### config.mk
export PLATFORM = sky130hd
export DESIGN_NAME = mux_n_reg_flat
export DESIGN_NICKNAME = d
export VERILOG_FILES = /design/src/rtl/mux_n_pkg.sv /design/src/rtl/mux_n_reg_if.sv /design/src/rtl/rr_arbiter.sv /design/src/rtl/mux_n_reg.sv /design/src/flat_wrapper.sv
export SDC_FILE = /design/constraint.sdc
export NUM_CORES = 1
export LEC_CHECK = 0
export ABC_AREA = 1
export BUFFER_PORTS_ARGS = -buffer_cell sky130_fd_sc_hd__buf_2
export CORE_ASPECT_RATIO = 1.1
export CORE_MARGIN = 2
export CORE_UTILIZATION = 42
export DETAILED_ROUTE_END_ITERATION = 16
export GPL_TIMING_DRIVEN = 0
export MAX_ROUTING_LAYER = met4
export PLACE_DENSITY = 0.82
export SYNTH_ARGS = -nofsm -noshare
export SYNTH_HDL_FRONTEND = slang
export SYNTH_SLANG_ARGS = --single-unit
### constraint.sdc
create_clock -name clk -period 1.9 [get_ports clk]
set_clock_uncertainty 0.1 [all_clocks]
set_input_delay 0 -clock clk [delete_from_list [all_inputs] [get_ports clk]]
set_output_delay 0 -clock clk [all_outputs]
set_load 0.05 [all_outputs]
### src/rtl/mux_n_pkg.sv
// Shared constants and helpers for the N-channel registered mux.
// Round-robin search is used only when MUX_N_REG_ROUND_ROBIN_EN is defined.
package mux_n_pkg;

  localparam int DEF_WIDTH = 16;
  localparam int DEF_N     = 4;

  typedef enum logic {
    EMPTY = 1'b0,
    FULL  = 1'b1
  } out_state_e;

  // First set bit of req[n-1:0] at or above start, wrapping modulo n.
  function automatic logic [3:0] rr_next(
    input logic [15:0] req,
    input logic [3:0]  start,
    input int          n
  );
    logic [3:0] g;
    logic       found;
    int         idx;
    g     = '0;
    found = 1'b0;
    for (int k = 0; k < 16; k++) begin
      idx = (int'(start) + k) % n;
      if (k < n && !found && req[idx]) begin
        g     = 4'(idx);
        found = 1'b1;
      end
    end
    return g;
  endfunction

endpackage

### src/rtl/mux_n_reg_if.sv
// Producer/consumer bundle for mux_n_reg.
// slave is the mux side, master the environment side.
interface mux_n_reg_if
  import mux_n_pkg::*;
#(
  parameter int WIDTH = DEF_WIDTH,
  parameter int N     = DEF_N
);

  localparam int SEL_W = $clog2(N);

  logic [N*WIDTH-1:0] in_data;
  logic [N-1:0]       in_valid;
  logic [N-1:0]       in_ready;
  logic [SEL_W-1:0]   sel;
  logic [WIDTH-1:0]   out_data;
  logic               out_valid;
  logic [SEL_W-1:0]   out_chan;
  logic               out_ready;

  modport slave (
    input  in_data,
    input  in_valid,
    output in_ready,
    input  sel,
    output out_data,
    output out_valid,
    output out_chan,
    input  out_ready
  );

  modport master (
    output in_data,
    output in_valid,
    input  in_ready,
    output sel,
    input  out_data,
    input  out_valid,
    input  out_chan,
    output out_ready
  );

endinterface

### src/rtl/rr_arbiter.sv
// Round-robin grant with a pointer to the last served channel.
// Pointer moves only when the grant is consumed (advance).
module rr_arbiter
  import mux_n_pkg::*;
#(
  parameter int N     = DEF_N,
  parameter int SEL_W = $clog2(N)
) (
  input  logic             clk,
  input  logic             rst,
  input  logic [N-1:0]     req,
  input  logic             advance,
  output logic [SEL_W-1:0] grant,
  output logic             grant_valid
);

  logic [SEL_W-1:0] ptr;
  logic [SEL_W-1:0] start;

  assign start = (ptr == SEL_W'(N - 1)) ? '0 : ptr + 1'b1;
  assign grant = SEL_W'(rr_next(16'(req), 4'(start), N));
  assign grant_valid = |req;

  always_ff @(posedge clk or posedge rst) begin
    if (rst) begin
      ptr <= SEL_W'(N - 1);
    end else if (advance) begin
      ptr <= grant;
    end
  end

endmodule

### src/rtl/mux_n_reg.sv
// N-channel registered mux with valid/ready on both sides.
// MUX_N_REG_ROUND_ROBIN_EN: round-robin grant instead of sel.
module mux_n_reg
  import mux_n_pkg::*;
#(
  parameter int WIDTH = DEF_WIDTH,
  parameter int N     = DEF_N
) (
  input logic         clk,
  input logic         rst,
  mux_n_reg_if.slave  bus
);

  localparam int SEL_W = $clog2(N);

  logic [SEL_W-1:0] grant;
  logic             grant_valid;
  logic             load;
  logic [WIDTH-1:0] sel_data;
  logic [WIDTH-1:0] data_q;
  logic [SEL_W-1:0] chan_q;
  out_state_e       state;

`ifdef MUX_N_REG_ROUND_ROBIN_EN
  rr_arbiter #(
    .N     (N),
    .SEL_W (SEL_W)
  ) u_arb (
    .clk         (clk),
    .rst         (rst),
    .req         (bus.in_valid),
    .advance     (load),
    .grant       (grant),
    .grant_valid (grant_valid)
  );

  logic unused_sel;
  assign unused_sel = ^bus.sel;
`else
  // Padding to 2**SEL_W makes out-of-range sel see no valid.
  logic [(1<<SEL_W)-1:0] valid_pad;

  always_comb begin
    valid_pad        = '0;
    valid_pad[N-1:0] = bus.in_valid;
  end

  assign grant       = bus.sel;
  assign grant_valid = valid_pad[bus.sel];
`endif

  assign load = !rst && grant_valid &&
                (state == EMPTY || bus.out_ready);

  always_comb begin
    sel_data = '0;
    for (int i = 0; i < N; i++) begin
      if (grant == SEL_W'(i)) begin
        sel_data = bus.in_data[i*WIDTH +: WIDTH];
      end
    end
  end

  always_comb begin
    bus.in_ready = '0;
    for (int i = 0; i < N; i++) begin
      if (load && grant == SEL_W'(i)) begin
        bus.in_ready[i] = 1'b1;
      end
    end
  end

  always_ff @(posedge clk or posedge rst) begin
    if (rst) begin
      state  <= EMPTY;
      data_q <= '0;
      chan_q <= '0;
    end else if (load) begin
      state  <= FULL;
      data_q <= sel_data;
      chan_q <= grant;
    end else if (bus.out_ready) begin
      state  <= EMPTY;
    end
  end

  assign bus.out_valid = (state == FULL);
  assign bus.out_data  = data_q;
  assign bus.out_chan  = chan_q;

endmodule

### src/flat_wrapper.sv
// flat-port wrapper written by rule: the top's interface ports become plain ports
module mux_n_reg_flat import mux_n_pkg::*;
#(
  parameter int WIDTH = DEF_WIDTH,
  parameter int N     = DEF_N
)
  (clk, rst, bus_in_data, bus_in_valid, bus_in_ready, bus_sel, bus_out_data, bus_out_valid, bus_out_chan, bus_out_ready);
  mux_n_reg_if #(.WIDTH(WIDTH), .N(N)) bus_i ();
  input logic clk;
  input logic rst;
  input wire logic [$bits(bus_i.in_data)-1:0] bus_in_data;
  input wire logic [$bits(bus_i.in_valid)-1:0] bus_in_valid;
  output wire logic [$bits(bus_i.in_ready)-1:0] bus_in_ready;
  input wire logic [$bits(bus_i.sel)-1:0] bus_sel;
  output wire logic [$bits(bus_i.out_data)-1:0] bus_out_data;
  output wire logic [$bits(bus_i.out_valid)-1:0] bus_out_valid;
  output wire logic [$bits(bus_i.out_chan)-1:0] bus_out_chan;
  input wire logic [$bits(bus_i.out_ready)-1:0] bus_out_ready;
  assign bus_i.in_data = bus_in_data;
  assign bus_i.in_valid = bus_in_valid;
  assign bus_in_ready = bus_i.in_ready;
  assign bus_i.sel = bus_sel;
  assign bus_out_data = bus_i.out_data;
  assign bus_out_valid = bus_i.out_valid;
  assign bus_out_chan = bus_i.out_chan;
  assign bus_i.out_ready = bus_out_ready;
  mux_n_reg #(.WIDTH(WIDTH), .N(N)) u_core (.clk(clk), .rst(rst), .bus(bus_i));
endmodule
* Word level (Yosys, flattened, before mapping)
Cells that the tools add are included.
** Storage, ports and cells
- Output and inout bits :: 23
- Flip-flop bits (word level) :: 19
- Input bits :: 73
** Cells by class
- Mux-type cells :: 12
- Reduce and logical (&&, ||, !) cells :: 10
- Equal/unequal tests :: 3
- Bitwise operators :: 1
- $lt $le $gt $ge :: 1
** Operators with widths (count)
- 16-bit 2-to-1 mux :: 4
- 1-bit 2-to-1 mux :: 7
- 1-bit logical AND :: 6
- 2-bit equality test (second input constant) :: 2
- 2-bit by 3-bit less-than comparator with 1-bit output (second input constant) :: 1
- 1-bit binary-select mux with 2-bit select :: 1
- 2-bit by 1-bit equality test with 1-bit output (second input constant) :: 1
- 2-bit zero test :: 1
- 2-bit nonzero test :: 1
- 1-bit zero test :: 1
- 1-bit logical OR :: 1
- 1-bit NOT :: 1

* Logic depth before layout (Yosys ltp)
- Depth after elaboration :: 6
- Depth in mapped cells :: 9
- Mapped depth without buffers :: 8

* Least setup slack after synthesis
OpenSTA, ideal clock, no wires.
- Kind :: reg2out
- From :: reg u_core.state (netlist: u_core.bus.out_valid)
- To :: out bus_in_ready[1]
- Required time :: 1800 ps
- Arrival :: 1829 ps
- Buffers on the path :: 1
- Setup slack :: -29 ps
- Stages on the path, launching flop included :: 5
- Cells stage by stage :: dfrtp_1 -> nand2_1 -> clkbuf_1 -> nand4_1 -> nor2_1
** Between the ends
- Cells in the longest elaborated chain, start to end :: 5
** Ends and longest elaborated chain
- from (decl) :: RTL line mux_n_reg.sv:22 : out_state_e state;
- from (signal assigned) :: RTL line mux_n_reg.sv:75 : state <= EMPTY;
- from (signal assigned) :: RTL line mux_n_reg.sv:79 : state <= FULL;
- from (signal assigned) :: RTL line mux_n_reg.sv:83 : state <= EMPTY;
- 1-bit NOT :: RTL line mux_n_reg.sv:53 : (state == EMPTY || bus.out_ready);
- 1-bit logical OR :: RTL line mux_n_reg.sv:53
- 1-bit logical AND :: RTL line mux_n_reg.sv:52 : assign load = !rst && grant_valid &&
- 1-bit logical AND :: RTL line mux_n_reg.sv:67 : if (load && grant == SEL_W'(i)) begin
- 1-bit 2-to-1 mux :: RTL line mux_n_reg.sv:67
- to (decl) :: RTL line flat_wrapper.sv:13 : output wire logic [$bits(bus_i.in_ready)-1:0] bus_in_ready;
No other way between the ends.

* Worst setup path in the final report
Same ends and word-level chain as after synthesis.

==> key figures <==
Global routing
  – Largest net degree at the start of global routing: 20
  – GRT overflow: 0
  – Vias in the first global route: roughly 1.7k
  – Tot GR Track Use: between 20 and 30%
  – Met3 Usage GRT: under 10%
  – Initial antenna violation count: 0
  – Met2 GRT Util: 45.0%
  – M1 GR Usage: between 30% and 40%
  – Grt peak-use layer: met2
  – First-pass GRT wire length: 7.91 mm

Detailed routing
  – Total number of vias: ~2.0k
  – DRC: 0
  – Pre-antenna DRT Iters: 5
  – Routed wire length: ~5 mm
  – Vias per cell: around 5.6
  – Initial DRC Count: 158
  – Final ANT Viol Nets: 0
  – Drt wl/cell: ~14 um

Synth
  – Synth Flop Type: dfrtp_1
  – Synth Register Bits: 19
  – Top-area cell type share of the netlist area: a little over a third
  – Cells after Synth: about 200
  – Syn nets: 272
  – Synthesized area per cell: 6.66 um^2
  – Top-count cell post-synth: nand3_1
  – Area contributors post-synth: dfrtp_1, nand3_1, nand2_1
  – Sequential-to-total area share from yosys stat: 35.8%
  – Asr flop ratio synth: between 90% and 100%
  – Unique masters post-synth: 14
  – Warnings, synthesis: 0
  – Number of flops mapped to enable cells by yosys: 0
  – Most common library cells after synthesis: nand3_1, nand2_1, dfrtp_1
  – Mapped Area: about 1300 um^2
  – Post-synth top area cell: dfrtp_1

Floorplanning
  – Row count: 21
  – Die Span X: 57.6 um
  – I/O pin cnt: 96
  – Die Area: between 3000 and 4000 um^2
  – Core box area: roughly 3000 um^2
  – Die Y: 62.9 um
  – Initial Utilization: a little over two fifths

Timing
  – Tcrit/Tclk final: 89.9%
  – Setup violations, final: 0
  – Tmin final: 1.71 ns
  – Slew margin rel.: between 40% and 50%
  – RSZ-0062 raised after global routing: no
  – Final setup TNS: 0 ns
  – Least-Margin Pin Slew: roughly 0.84 ns
  – Final Max Tran Viols: 0
  – Hold Fails Final Rpt: 1
  – Hold Slack: -0.00513 ns
  – Max Freq: around 0.59 GHz

Flow run
  – Maxcap violations: 0

CTS
  – Post-CTS Setup Bufs: 0
  – Root buffer cell: clkbuf_4
  – CTS buffer count: 3
  – CTS HTree Levels: 1
  – Clk Latency, worst-skew pair: 0.30 ns
  – Clock tree buffer depth: 2
  – Clock sink count: 19
  – TritonCTS clock tree: built
  – Clk slew on worst S/H paths: ~0.11 ns

Layout
  – Layout Cells excl Fill: between 300 and 400
  – Fraction of layout cells with a size suffix above 1: 35.9%
  – # diodes: 0
  – Area Growth Syn to Fin: 60.2%
  – Core Util, Final: roughly 70%
  – Layout Nets: just under 400
  – Final Cell Area: 2120 um^2

Critical path
  – Setup Crit Path Kind: flip-flop to output pin
  – Setup crit start kind: flip-flop
  – Setup slack, reg-to-reg: 0.37 ns
  – Worst-case reg-to-reg path depth: 5
  – Worst r2r dst: u_core.bus.out_data[11]
  – Critical Path End: bus_in_ready[1]
  – Crit. End Element: output pin
  – Worst reg2reg path startpoint: u_core.bus.out_valid
  – Crit path DAT: between 1.5 and 2 ns
  – Critical Path Source: u_core.bus.out_valid
  – CP required: 1.80 ns
  – Largest fanout on the critical path: 10

Place
  – Placed cells: ~330
  – PortBufs: 95
  – Area after DPL: 1840 um^2
  – Final GP Congestion: approximately 0.9
  – Hpwl dp: between 3 and 4 mm

Worst hold path
  – Hold Crit Class: input port to flip-flop

Outcome
  – Failing checks: hold timing
  – Outcome: finished with violations

Power
  – PwrDens: around 750 nW/um^2
  – P_leak: 1.20 nW
  – Max VDD drop: ~630 uV
## cell families (layout without fill, tap and decap cells)
kind of cell	after synthesis	after routing	synth area share, %
flops	19	19	35.8
simple gates	159	159	56.4
buf+inv	21	145	7.74
## power by group
part           leakage, nW  total, mW  internal [mW]  switching (mW)
Clock               0.0150      0.206         0.0818           0.125
Sequential           0.238      0.548          0.497          0.0505
Combinational        0.946      0.849          0.257           0.591
## how the worst min path moves through the flow
stage,from,to,cells past startpoint
2_1_floorplan,rst,u_core.bus.out_chan[0],1
3_3_place_gp,rst,u_core.bus.out_data[2],2
3_5_place_dp,rst,u_core.bus.out_data[5],2
4_1_cts,bus_in_data[18],u_core.bus.out_data[2],5
5_1_grt,bus_in_data[34],u_core.bus.out_data[2],5
6_report,bus_in_data[18],u_core.bus.out_data[2],5
## metrics by stage
step | setup slack, ns | power (mW) | hold slack [ns]
6_report | 0.193 | 1.60 | -0.00513
5_1_grt | 0.0842 | 1.68 | 0.0133
4_1_cts | 0.0527 | 1.59 | 0.000130
3_5_place_dp | 0.292 | 1.34 | 0.130
3_3_place_gp | 0.293 | 1.33 | 0.133
2_1_floorplan | -0.0287 | 1.10 | -0.123
## placed cells by master (no fill, tap or decap), drive strengths merged
cell type and instances:
nand4 18, dlymetal6s4s 1, dlygate4sd3 24, nor2 7, inv 5, buf 108, clkbuf 7, nand3 68
dfrtp 19, nand2 66
## critical path, stage by stage, from the launching register on
cell	delay, ns
dfrtp_1	0.39
nand2_1	0.10
clkbuf_2	0.24
nand4_1	0.19
nor2_1	0.13
buf_2	0.27
## repair_timing
item	CTS	global route
setup endpoints to repair	0	22
gates resized for setup	0	3
hold buffers	25	0
hold endpoints to repair	33	0
## sequential cells by signal, indices dropped and copies added, names as in the netlist
signal and cells:
u_core.bus.out_data 16, u_core.bus.out_valid 1, u_core.bus.out_chan 2
## final cells by class
| cell class | count | area (um^2) |
|---|---|---|
| plain buffers | 16 | 85.1 |
| clock buffers | 4 | 26.3 |
| fillers | 277 | 897 |
| inverters | 5 | 18.8 |
| multi-input cells | 159 | 748 |
| flip-flops and latches | 19 | 475 |
| well taps | 34 | 42.5 |
| repair buffers | 120 | 728 |
## metal layers
layer | part of all wire, % | vias to the layer above
li1 | - | 933
met1 | 38 | 890
met2 | 49 | 151
met3 | 10 | 20
met4 | 2.6 | 0
met5 | 0 | -
No activity file was read; power rests on OpenSTA's default activity.
